### src/rtl/io_intr_sched_if.sv
// Signal bundle between the I/O flag logic / CPU and the interrupt scheduler.
// The slave modport is the scheduler's view; the master modport drives its inputs.
interface io_intr_sched_if;
   logic [1:0] fgi;
   logic [1:0] fgo;
   logic [3:0] imsk;
   logic       ien;
   logic       intr_ack;
   logic       insn_end;
   logic       intr_req;
   logic [1:0] src_id;
   logic       iot;
   logic       busy;
   logic       svc_done;
   logic       svc_tmo;

   modport slave (
      input  fgi, fgo, imsk, ien, intr_ack, insn_end,
      output intr_req, src_id, iot, busy, svc_done, svc_tmo
   );

   modport master (
      output fgi, fgo, imsk, ien, intr_ack, insn_end,
      input  intr_req, src_id, iot, busy, svc_done, svc_tmo
   );
endinterface

### src/rtl/io_intr_sched.sv
// Round-robin interrupt scheduler for the GPIO and UART I/O channels.
// Optional service-window timeout enabled by defining IO_INTR_TIMEOUT_EN.
module io_intr_sched #(
   parameter int TIMEOUT = 4096,
   parameter int CNT_W   = 12
) (
   input  logic            clk,
   input  logic            reset,
   io_intr_sched_if.slave  bus
);

   typedef enum logic [1:0] {IDLE, REQ, SVC} state_t;

   state_t           state, state_nx;
   logic [3:0]       pend;
   logic [1:0]       last, last_nx;
   logic [1:0]       src, src_nx;
   logic [1:0]       win;
   logic             win_vld;
   logic [CNT_W-1:0] cnt, cnt_nx;
   logic             req, req_nx;
   logic             done, done_nx;
   logic             tmo, tmo_nx;
   logic             svc_end;
   logic             tmo_hit;

   // Returns {found, index}; scans last+1, last+2, ... and keeps the nearest hit.
   function automatic logic [2:0] rr_pick(input logic [3:0] p, input logic [1:0] l);
      logic [2:0] r;
      logic [1:0] idx;
      r = '0;
      for (int i = 4; i >= 1; i--) begin
         idx = l + 2'(i);
         if (p[idx]) r = {1'b1, idx};
      end
      return r;
   endfunction

   assign pend           = {bus.fgo[1], bus.fgi[1], bus.fgo[0], bus.fgi[0]} & bus.imsk;
   assign {win_vld, win} = rr_pick(pend, last);
   assign svc_end        = ~pend[src] & bus.insn_end;

`ifdef IO_INTR_TIMEOUT_EN
   assign tmo_hit = (cnt == CNT_W'(TIMEOUT - 1));
`else
   logic unused_timeout;
   assign tmo_hit        = 1'b0;
   assign unused_timeout = (TIMEOUT > 0);
`endif

   always_ff @(posedge clk or posedge reset) begin
      if (reset) begin
         state <= IDLE;
         req   <= 1'b0;
         src   <= 2'd0;
         last  <= 2'd3;
         cnt   <= '0;
         done  <= 1'b0;
         tmo   <= 1'b0;
      end else begin
         state <= state_nx;
         req   <= req_nx;
         src   <= src_nx;
         last  <= last_nx;
         cnt   <= cnt_nx;
         done  <= done_nx;
         tmo   <= tmo_nx;
      end
   end

   always_comb begin
      state_nx = state;
      case (state)
         IDLE:    if (bus.ien && win_vld) state_nx = REQ;
         REQ: begin
            // An ack on the same edge as a withdraw condition takes priority.
            if (bus.intr_ack)              state_nx = SVC;
            else if (!pend[src] || !bus.ien) state_nx = IDLE;
         end
         SVC:     if (svc_end || tmo_hit) state_nx = IDLE;
         default: state_nx = IDLE;
      endcase
   end

   always_comb begin
      req_nx  = req;
      src_nx  = src;
      last_nx = last;
      cnt_nx  = cnt;
      done_nx = 1'b0;
      tmo_nx  = 1'b0;
      case (state)
         IDLE: begin
            if (bus.ien && win_vld) begin
               req_nx = 1'b1;
               src_nx = win;
            end
         end
         REQ: begin
            if (bus.intr_ack) begin
               req_nx = 1'b0;
               cnt_nx = '0;
            end else if (!pend[src] || !bus.ien) begin
               req_nx = 1'b0;
            end
         end
         SVC: begin
            cnt_nx = (&cnt) ? cnt : cnt + CNT_W'(1);
            // Completion outranks timeout; both rotate priority past this source.
            if (svc_end) begin
               done_nx = 1'b1;
               last_nx = src;
            end else if (tmo_hit) begin
               tmo_nx  = 1'b1;
               last_nx = src;
            end
         end
         default: req_nx = 1'b0;
      endcase
   end

   assign bus.intr_req = req;
   assign bus.src_id   = src;
   assign bus.iot      = src[1];
   assign bus.busy     = (state != IDLE);
   assign bus.svc_done = done;
   assign bus.svc_tmo  = tmo;

endmodule

### src/flat_wrapper.sv
// flat-port wrapper written by rule: the top's interface ports become plain ports
module io_intr_sched_flat 
#(
   parameter int TIMEOUT = 4096,
   parameter int CNT_W   = 12
)
  (clk, reset, bus_fgi, bus_fgo, bus_imsk, bus_ien, bus_intr_ack, bus_insn_end, bus_intr_req, bus_src_id, bus_iot, bus_busy, bus_svc_done, bus_svc_tmo);
  io_intr_sched_if bus_i ();
  input  logic clk;
  input  logic reset;
  input wire logic [$bits(bus_i.fgi)-1:0] bus_fgi;
  input wire logic [$bits(bus_i.fgo)-1:0] bus_fgo;
  input wire logic [$bits(bus_i.imsk)-1:0] bus_imsk;
  input wire logic [$bits(bus_i.ien)-1:0] bus_ien;
  input wire logic [$bits(bus_i.intr_ack)-1:0] bus_intr_ack;
  input wire logic [$bits(bus_i.insn_end)-1:0] bus_insn_end;
  output wire logic [$bits(bus_i.intr_req)-1:0] bus_intr_req;
  output wire logic [$bits(bus_i.src_id)-1:0] bus_src_id;
  output wire logic [$bits(bus_i.iot)-1:0] bus_iot;
  output wire logic [$bits(bus_i.busy)-1:0] bus_busy;
  output wire logic [$bits(bus_i.svc_done)-1:0] bus_svc_done;
  output wire logic [$bits(bus_i.svc_tmo)-1:0] bus_svc_tmo;
  assign bus_i.fgi = bus_fgi;
  assign bus_i.fgo = bus_fgo;
  assign bus_i.imsk = bus_imsk;
  assign bus_i.ien = bus_ien;
  assign bus_i.intr_ack = bus_intr_ack;
  assign bus_i.insn_end = bus_insn_end;
  assign bus_intr_req = bus_i.intr_req;
  assign bus_src_id = bus_i.src_id;
  assign bus_iot = bus_i.iot;
  assign bus_busy = bus_i.busy;
  assign bus_svc_done = bus_i.svc_done;
  assign bus_svc_tmo = bus_i.svc_tmo;
  io_intr_sched #(.TIMEOUT(TIMEOUT), .CNT_W(CNT_W)) u_core (.clk(clk), .reset(reset), .bus(bus_i));
endmodule
### config.mk
export PLATFORM = sky130hd
export DESIGN_NAME = io_intr_sched_flat
export DESIGN_NICKNAME = d
export VERILOG_FILES = /design/src/rtl/io_intr_sched_if.sv /design/src/rtl/io_intr_sched.sv /design/src/flat_wrapper.sv
export SDC_FILE = /design/constraint.sdc
export NUM_CORES = 1
export LEC_CHECK = 0
export ABC_AREA = 0
export BUFFER_PORTS_ARGS = -buffer_cell sky130_fd_sc_hd__buf_2
export CAP_MARGIN = 5
export CORE_AREA = 2 2 39 41
export CTS_CLUSTER_SIZE = 12
export DETAILED_ROUTE_END_ITERATION = 8
export DIE_AREA = 0 0 41 43
export MAX_ROUTING_LAYER = met4
export PLACE_DENSITY_LB_ADDON = 0.05
export SYNTH_ARGS = -nofsm -noshare
export SYNTH_HDL_FRONTEND = slang
export SYNTH_SLANG_ARGS = --single-unit
### constraint.sdc
create_clock -name clk -period 2 [get_ports clk]
set_input_delay 0.4 -clock clk [delete_from_list [all_inputs] [get_ports clk]]
set_output_delay 0.4 -clock clk [all_outputs]
set_load 0.02 [all_outputs]
==> summary.md, run 1 <==
| Metric | Value |
|---|---|
| Result of the run | completed |
| Type of origin of the critical path | register |
| Post-synthesis simple-gate area fraction | between 20% and 30% |
| Critical path endpoint category | register |
| IO buf count | 18 |
| EDFF count, synth | 0 |
| Timing startpoint of the critical path | u_core.bus.src_id[0]$_DFFE_PP0P_ |
| Average wire per standard cell | 12.1 um |
| Accumulated negative setup slack | 0 ns |
| FFs w/ async S/R, synth | 100% |
| Post-synth top cells | dfrtp_1 (6), nand2_1 (6), inv_1 (3), nand3_1 (3) |
| Number of synthesis warnings | 0 |
| Total wire length after detailed routing | approximately 1.0 mm |
| # IOs | 20 |
| Finished Core Util | between 40% and 50% |
| Class of the tightest hold or removal check | in2async |
| Critical Setup Path Class | reg2reg |
| Iteration-0 DRC Markers | 4 |
| Pre-antenna DRT Iters | 2 |
| Clock H-tree levels | 1 |
| Number of antenna violations at the first check in global routing | 0 |
| Area growth from synthesis to final layout | 24.0% |
| Setup repair after global routing missed its margin | no |
| Count of unique library cells instantiated by Yosys | 27 |
| Nets | just over 80 |
| Final Hold Viols | 0 |
| Count of inserted antenna diode cells | 0 |
| Overall die width | approximately 40 um |
| Floorplan Core Area | between 1000 and 1500 sq um |
| Number of clock buffers inserted by TritonCTS | 3 |
| Gr usage total | between 10% and 20% |
| Adder-cell area share of the yosys netlist | 0% |
| Synthesized-area fraction occupied by ao, oa, aoi and oai cells | about 18% |
| Finish-stage setup viols | 0 |
| Pin count of the biggest net entering global routing | 9 |
| Placed wire-length estimate | ~840 um |
| Area of combinational cells with multiple inputs | around 260 sq um |
| Worst R2R Start | u_core.bus.src_id[0]$_DFFE_PP0P_ |
| Flip-flop and latch area | 203 sq um |
| LEAKAGE | between 0.2 and 0.3 nW |
| Congestion Overflow GR | 0 |
| Share of final-layout standard cells stronger than drive strength 1 | about half |
| Ordered cell list for the critical path | mux4_2 > and4_4 > mux2_4 |
| Via count of the first global-routing pass | 384 |
| Vias | between 400 and 500 |
| Slew Limit Fails | 0 |
| Post-synthesis xor/xnor area fraction | 0% |
| Primary FF master, synth | dfrtp_1 |
| Slowest stage delay, CP | around 0.54 ns |
| Max Fclk | around 650 MHz |
| Total number of placement rows | 14 |
| Filler cell count | around 150 |
| Portion of the post-synthesis area used by sequential elements | 41.4% |
| Starting Density | between 30% and 40% |
| Peak supply drop | approximately 430 uV |
| Post-Synthesis Mean Instance Area | about 10 sq um |
| Worst endpoint data arrival time | 1.71 ns |
| Setup Buffers After CTS | 0 |
| Proportion of synthesized area in mux cells | a little over a tenth |
| Number of gates resized after cts | 0 |
| Total standard cell area after synthesis | 489 sq um |
| Post-route fraction of the period consumed by the critical path | 76.9% |
| Clock network latency to the later pin of the worst-skew pair | ~0.25 ns |
| Number of clock sinks seen by CTS | 8 |
| Synth area leaders | dfrtp_1 (31%), dfstp_2 (11%), mux2_4 (6.1%) |
| Largest buffer count on any clock path | 2 |
| Clock tree from TritonCTS | built |
| Clock-pin slew on the worst setup and hold paths | 0.06 ns |
| Required time of the critical path | 2.18 ns |
| Final Instance Count excl. Fillers | a little over 80 |
| Final critical-path required period | between 1.5 and 2 ns |
| Final RePlAce weighted congestion | 0.720 |
| DR DRC count | 0 |
| Die Height | ~43 um |
| DIE AREA | between 1500 and 2000 sq um |
| Buffer cell driving the clock tree root | clkbuf_4 |
| Wire length of the first global-routing pass | ~1.7 mm |
| Via-per-instance ratio | around 4.9 |
| Largest fanout of any net on the critical path | 4 |
| CTS Hold Buffers Added | 0 |
| Max Cap Viol | 0 |
| Synth top area share | 30.7% |
| Dominant combinational cell family by area after synthesis | simple AND/OR/NAND/NOR gates |
| Instance count after placement with tap cells included | 80 |
| Nets in the synthesized netlist | slightly above 60 |
| Worst setup skew after layout | 0.00401 ns |
| Top cell type by total area after synthesis | dfrtp_1 |
| Register bit count reported by yosys | 8 |
| Post-detailed-route count of antenna-violating nets | 0 |
| Pwr dens | 1210 nW/um^2 |
| Cell count after synthesis | 48 |
| Slowest stage cell, crit path | mux4_2 |
| Hold slack | 0.0900 ns |
-- worst max-delay path: cells and delay by family, from the launching register on --
kind	cells	cell delay, ns
mux	2	0.83
simple gates	1	0.23
flops	1	0.40
-- layout make-up --
cell class              count  area share (%)
multi-input cells          35            42.9
clock buffers               3            3.71
inverters                   3            1.86
repair buffers             18            14.8
flip-flops and latches      8            33.4
well taps                  16            3.30
-- path summary, 6_finish.rpt --
| check | endpoint | slack [ns] | cells after the start |
|---|---|---|---|
| worst max-delay path | u_core.last[0]$_DFFE_PP1P_ | 0.46 | 3 |
| worst min-delay path | u_core.state[0]$_DFFE_PP0P_ | 0.09 | 2 |
| worst max register to register | u_core.last[0]$_DFFE_PP1P_ | 0.46 | 3 |
| worst min register to register | u_core.bus.intr_req$_DFFE_PP0P_ | 0.51 | 1 |
| max in group asynchronous | u_core.last[0]$_DFFE_PP1P_ | 1.62 | 2 |
| min in group clk | u_core.state[0]$_DFFE_PP0P_ | 0.43 | 3 |
-- flip-flops by register name, indices dropped and copies added, names as in the netlist --
signal               cells
u_core.last              2
u_core.bus.intr_req      1
u_core.bus.src_id        2
u_core.state             2
u_core.bus.svc_done      1
-- cell families after synthesis --
group | after synthesis
AO/OA/AOI/OAI | 11
buffers and inverters | 5
flip-flops | 8
multiplexers | 3
other | 1
AND/OR/NAND/NOR | 20
-- per-stage QoR --
step,total power [mW],worst slack [ns],cell area (sq um)
after detailed placement,0.620,0.278,584
after global placement,0.623,0.292,584
after floorplan,0.533,0.379,489
after global routing,0.796,0.388,607
final,0.735,0.462,607
after CTS,0.750,0.442,607
-- routing by layer --
metal / up-vias / track usage [%] / wire length (um)
li1: 211 / - / -
met1: 177 / 21.8 / 504
met2: 14 / 19.1 / 447
met3: 2 / 1.57 / 44
met4: 0 / 10.0 / 10
met5: - / - / 0
-- where the power goes --
| part | switching (mW) | total [mW] | internal [mW] |
|---|---|---|---|
| Clock | 0.0561 | 0.125 | 0.0688 |
| Sequential | 0.0660 | 0.303 | 0.237 |
| Combinational | 0.157 | 0.308 | 0.151 |
-- cells in the final DEF (no fill, tap or decap), types with 2 or more instances in the layout --
master	count
buf_2	18
clkbuf_4	3
mux2_4	2
nor3b_1	2
a211oi_1	2
dfrtp_1	6
a31o_2	2
nand3_1	3
nor2b_1	2
nand2_1	6
dfstp_2	2
inv_1	3
Power figures use the tool's default switching activity.
==> inputs of run 2 (changes only) <==
- clock period: 2 -> 1.55 ns (I/O delays scaled with it)
==> run 2 against run 1 <==
Worst hold slack better by 0.25 ns. Sequential cell count unchanged. Die area did not move. Utilization up 6.4 points. Setup slack worse by 0.41 ns. Clock skew fell by 0.0033 ns. Critical path type unchanged.
==> summary.md, run 2 (synthesized netlist as in run 1, its figures left out) <==
| Metric | Value |
|---|---|
| Class of the tightest hold or removal check | in2reg |
| Count of inserted antenna diode cells | 0 |
| R2R cell count | 3 |
| Largest buffer count on any clock path | 2 |
| Slew Limit Fails | 0 |
| DR DRC count | 0 |
| Result of the run | completed |
| Area growth from synthesis to final layout | 42.2% |
| Type of origin of the critical path | register |
| Final Hold Viols | 0 |
| Finish-stage setup viols | 0 |
| Post-detailed-route count of antenna-violating nets | 0 |
| Pwr dens | 1520 nW/um^2 |
| Die Height | 43 um |
| Post-route standard cell area excluding fillers | between 600 and 700 sq um |
| Congestion Overflow GR | 0 |
| Clock tree from TritonCTS | built |
| Worst endpoint data arrival time | approximately 1.7 ns |
| Number of clock sinks seen by CTS | 8 |
| Nets | ~90 |
| Pin count of the biggest net entering global routing | 9 |
| Flip-flop and latch area | between 200 and 250 sq um |
| Area of combinational cells with multiple inputs | roughly 260 sq um |
| Overall die width | roughly 40 um |
| Via count of the first global-routing pass | 468 |
| Clock-pin slew on the worst setup and hold paths | 0.06 ns |
| Total cell area at the placement stage | 653 sq um |
| Number of clock buffers inserted by TritonCTS | 3 |
| Share of final-layout standard cells stronger than drive strength 1 | between 50% and 60% |
| LEAKAGE | around 0.34 nW |
| Filler cell count | approximately 140 |
| Post-route fraction of the period consumed by the critical path | 96.8% |
| Critical Setup Path Class | reg2reg |
| Highest-count cells in the layout ignoring fill and taps | buf_2 (17), buf_4 (9), nand2_1 (6) |
| Peak supply drop | a little under 600 uV |
| Reg-to-reg slack, setup | around 0.05 ns |
| Vias | 463 |
| Clock network latency to the later pin of the worst-skew pair | roughly 0.26 ns |
| Cell count of the worst hold path | 3 |
| Worst setup skew after layout | around 0.0007 ns |
| Final critical-path required period | about 1.5 ns |
| Pre-antenna DRT Iters | 4 |
| Worst slack after detailed placement | -0.0777 ns |
| Setup repair after global routing missed its margin | no |
| Wire length of the first global-routing pass | 1.84 mm |
| Via-per-instance ratio | between 4 and 5 |
| Max Cap Viol | 0 |
| Required time of the critical path | roughly 1.7 ns |
| Number of antenna violations at the first check in global routing | 0 |
| Max Fclk | 667 MHz |
| Setup Buffers After CTS | 0 |
| Placed wire-length estimate | approximately 900 um |
| Gr usage total | between 10% and 20% |
| Average wire per standard cell | about 12 um |
| Total wire length after detailed routing | 1.11 mm |
| Fin worst setup slack | approximately 0.05 ns |
| # IOs | 20 |
| Clock H-tree levels | 1 |
| Starting Density | 35.4% |
| IO buf count | 18 |
| Largest fanout of any net on the critical path | 3 |
| Commonest non-fill, non-tap cell in the layout | buf_2 |
| Final RePlAce weighted congestion | approximately 0.74 |
| Total number of placement rows | 14 |
| Iteration-0 DRC Markers | 5 |
| Critical path endpoint category | register |
| Floorplan Core Area | around 1400 sq um |
| Buffer cell driving the clock tree root | clkbuf_4 |
| DIE AREA | ~1800 sq um |
## run 2: changes by cell type in the layout (fill, tap and decap cells not counted), sizes merged
| cell | delta |
|---|---|
| clkbuf | +1 |
| buf | +9 |
| dlygate4sd3 | +1 |
## run 2: layer usage
metal | part of all wire, % | track usage, %
met5 | 0 | -
met4 | 0 | 8.00
met3 | 4.8 | 4.71
met2 | 47 | 23.4
met1 | 48 | 20.3
## run 2: final cells by class
cell class / instances / area share, %
Multi-Input combinational cell: 35 / 37.4
Sequential cell: 8 / 29.3
Timing Repair Buffer: 28 / 25.0
Clock buffer: 4 / 3.78
Tap cell: 16 / 2.88
Inverter: 3 / 1.62
## run 2: repair_timing
| item | in CTS | in global routing |
|---|---|---|
| hold buffers | 1 | 0 |
| gates resized for setup | 0 | 2 |
| endpoints found under the hold margin | 6 | 0 |
| endpoints found under the setup margin | 0 | 1 |
## run 2: path summary, 6_finish.rpt
path	to	from
min reg2reg	u_core.bus.intr_req$_DFFE_PP0P_	u_core.state[0]$_DFFE_PP0P_
max	u_core.last[0]$_DFFE_PP1P_	u_core.bus.src_id[0]$_DFFE_PP0P_
min in group asynchronous	u_core.bus.src_id[1]$_DFFE_PP0P_	reset
min	u_core.state[0]$_DFFE_PP0P_	bus_intr_ack
max in group asynchronous	u_core.last[1]$_DFFE_PP1P_	reset
max reg2reg	u_core.last[0]$_DFFE_PP1P_	u_core.bus.src_id[0]$_DFFE_PP0P_
## run 2: power by group
group          switching (mW)  internal (mW)
Clock                  0.0827         0.0993
Combinational           0.241          0.258
Sequential             0.0703          0.307
Total                   0.394          0.665
## run 2: critical path: stages, from the launching register on
cell	delay (ns)
dfrtp_2	0.38
mux4_2	0.52
and4_4	0.23
mux2_4	0.30
## run 2: through the flow
step           total power [mW]  util [%]  instances  TNS [ns]  hold slack (ns)
2_1_floorplan             0.691         -         48         0            0.124
3_3_place_gp              0.865      47.2         89    -0.187            0.275
3_5_place_dp              0.864      47.2         89    -0.276            0.277
5_1_grt                    1.14      50.3         94         0            0.345
4_1_cts                    1.06      49.8         94         0            0.333
6_report                   1.06      50.3         94         0            0.336
==> inputs of run 3 (changes only) <==
- REMOVE_ABC_BUFFERS: default -> 1
==> run 3 against run 2 <==
The flow now finishes with violations (negative hold slack). Maximum frequency fell by 0.62%. Clock skew rose by 0.0092 ns. Setup slack lost 0.0094 ns. Worst hold slack lost 0.34 ns. Highest routed layer is now met4.
==> summary.md, run 3 (synthesized netlist as in run 1, its figures left out) <==
| Metric | Value |
|---|---|
| Result of the run | finished, violations left |
| Failing checks | negative hold slack |
| Critical path endpoint category | register |
| Class of the tightest hold or removal check | in2async |
| Pin count of the biggest net entering global routing | 9 |
| Average wire per standard cell | ~12 um |
| Fin worst setup slack | between 0.04 and 0.05 ns |
| Finish-stage setup viols | 0 |
| Worst setup skew after layout | 0.00993 ns |
| Total number of placement rows | 14 |
| Post-detailed-route count of antenna-violating nets | 0 |
| Setup repair after global routing missed its margin | yes |
| Global-route met1 utilization | around 22% |
| Via count of the first global-routing pass | ~430 |
| Share of final-layout standard cells stronger than drive strength 1 | about 55% |
| Clock tree from TritonCTS | built |
| Ordered cell list for the critical path | mux4_2 > and4_4 > mux2_4 |
| R2R cell count | 3 |
| Placed wire-length estimate | 897 um |
| Slowest stage delay, CP | ~0.53 ns |
| Highest-count cells in the layout ignoring fill and taps | buf_2 (18), buf_4 (7), nand2_1 (6), dfrtp_1 (6) |
| Required time of the critical path | roughly 1.7 ns |
| Area growth from synthesis to final layout | 34.8% |
| Endpoint of the most critical register-to-register path | u_core.last[0]$_DFFE_PP1P_ |
| Met3 Resource Use GR | 1.57% |
| IO buf count | 18 |
| Slowest stage cell, crit path | mux4_2 |
| Floorplan Core Area | roughly 1400 sq um |
| Largest fanout of any net on the critical path | 3 |
| Wire length of the first global-routing pass | between 1.5 and 2 mm |
| Most Used Layer, Global Route | met2 |
| Commonest non-fill, non-tap cell in the layout | buf_2 |
| Timing startpoint of the critical path | u_core.bus.src_id[0]$_DFFE_PP0P_ |
| Clock H-tree levels | 1 |
| Total cell area at the placement stage | 637 sq um |
| Slew Limit Fails | 0 |
| Number of antenna violations at the first check in global routing | 0 |
| Final Instance Count excl. Fillers | 90 |
| Buf+Inv Stages, Crit Path | 0 |
| Final Hold Viols | 3 |
| Type of origin of the critical path | register |
| Final critical-path required period | ~1.5 ns |
| Setup Buffers After CTS | 0 |
| DR DRC count | 0 |
| # IOs | 20 |
| Post-route fraction of the period consumed by the critical path | a little over nine tenths |
| Instance count after placement with tap cells included | between 80 and 90 |
| Number of clock buffers inserted by TritonCTS | 3 |
| Critical Setup Path Class | reg2reg |
| Number of gates resized after cts | 0 |
| Max Fclk | 663 MHz |
| Die Height | around 43 um |
| LEAKAGE | roughly 0.33 nW |
| Via-per-instance ratio | between 4 and 5 |
| DIE AREA | 1760 sq um |
| Pre-antenna DRT Iters | 3 |
| Congestion Overflow GR | 0 |
| Met2 Usage GRT | between 20% and 30% |
| Vias | between 400 and 500 |
| Count of inserted antenna diode cells | 0 |
| Overall die width | ~41 um |
| Finished Core Util | 47.6% |
| Final RePlAce weighted congestion | 0.746 |
| Clock-pin slew on the worst setup and hold paths | roughly 0.060 ns |
| Total wire length after detailed routing | around 1.1 mm |
| Largest buffer count on any clock path | 2 |
| Buffer cell driving the clock tree root | clkbuf_4 |
| Accumulated negative setup slack | 0 ns |
| CTS Hold Buffers Added | 0 |
| Worst R2R Start | u_core.bus.src_id[0]$_DFFE_PP0P_ |
| Nets | 89 |
| Iteration-0 DRC Markers | 3 |
| Post-route standard cell area excluding fillers | about 660 sq um |
| Starting Density | a little over a third |
| Hold slack | -0.00341 ns |
| Total chip power | 1.01 mW |
| Max Cap Viol | 0 |
| Pwr dens | ~1500 nW/um^2 |
| Worst slack after detailed placement | -0.0189 ns |
| Clock network latency to the later pin of the worst-skew pair | 0.25 ns |
| Worst endpoint data arrival time | 1.68 ns |
| Reg-to-reg slack, setup | between 0.04 and 0.05 ns |
| Gr usage total | between 15 and 20% |
| Family of cells with the greatest summed delay on the critical path | multiplexers |
| Peak supply drop | roughly 600 uV |
| Number of clock sinks seen by CTS | 8 |
## run 3: report_power, final
| group | total (mW) | switching [mW] | leakage, nW | internal [mW] |
|---|---|---|---|---|
| logic | 0.473 | 0.233 | 0.215 | 0.240 |
| clock network | 0.157 | 0.0683 | 0.0138 | 0.0885 |
| registers | 0.376 | 0.0704 | 0.0967 | 0.305 |
| total | 1.01 | 0.372 | 0.326 | 0.634 |
## run 3: worst max-delay path by stage
| stage | to | slack [ns] | cells after the start |
|---|---|---|---|
| after floorplan | u_core.last[0]$_DFFE_PP1P_ | -0.07 | 3 |
| after global placement | u_core.last[1]$_DFFE_PP1P_ | -0.009 | 5 |
| after detailed placement | u_core.last[1]$_DFFE_PP1P_ | -0.02 | 5 |
| after CTS | u_core.bus.intr_req$_DFFE_PP0P_ | 0.04 | 3 |
| after global routing | u_core.bus.intr_req$_DFFE_PP0P_ | -0.04 | 3 |
| final | u_core.last[0]$_DFFE_PP1P_ | 0.04 | 3 |
## run 3: layout make-up
type	count	area, sq um
Timing Repair Buffer	25	143
Fill cell	146	724
Tap cell	16	20.0
Sequential cell	8	203
Inverter	3	11.3
Clock buffer	3	22.5
Multi-Input combinational cell	35	260
## run 3: routing by layer
layer  routed length (um)  share of wire, %
met5                    0                 0
met4                   19               1.8
met3                   44               4.1
met2                  511                48
met1                  497                46
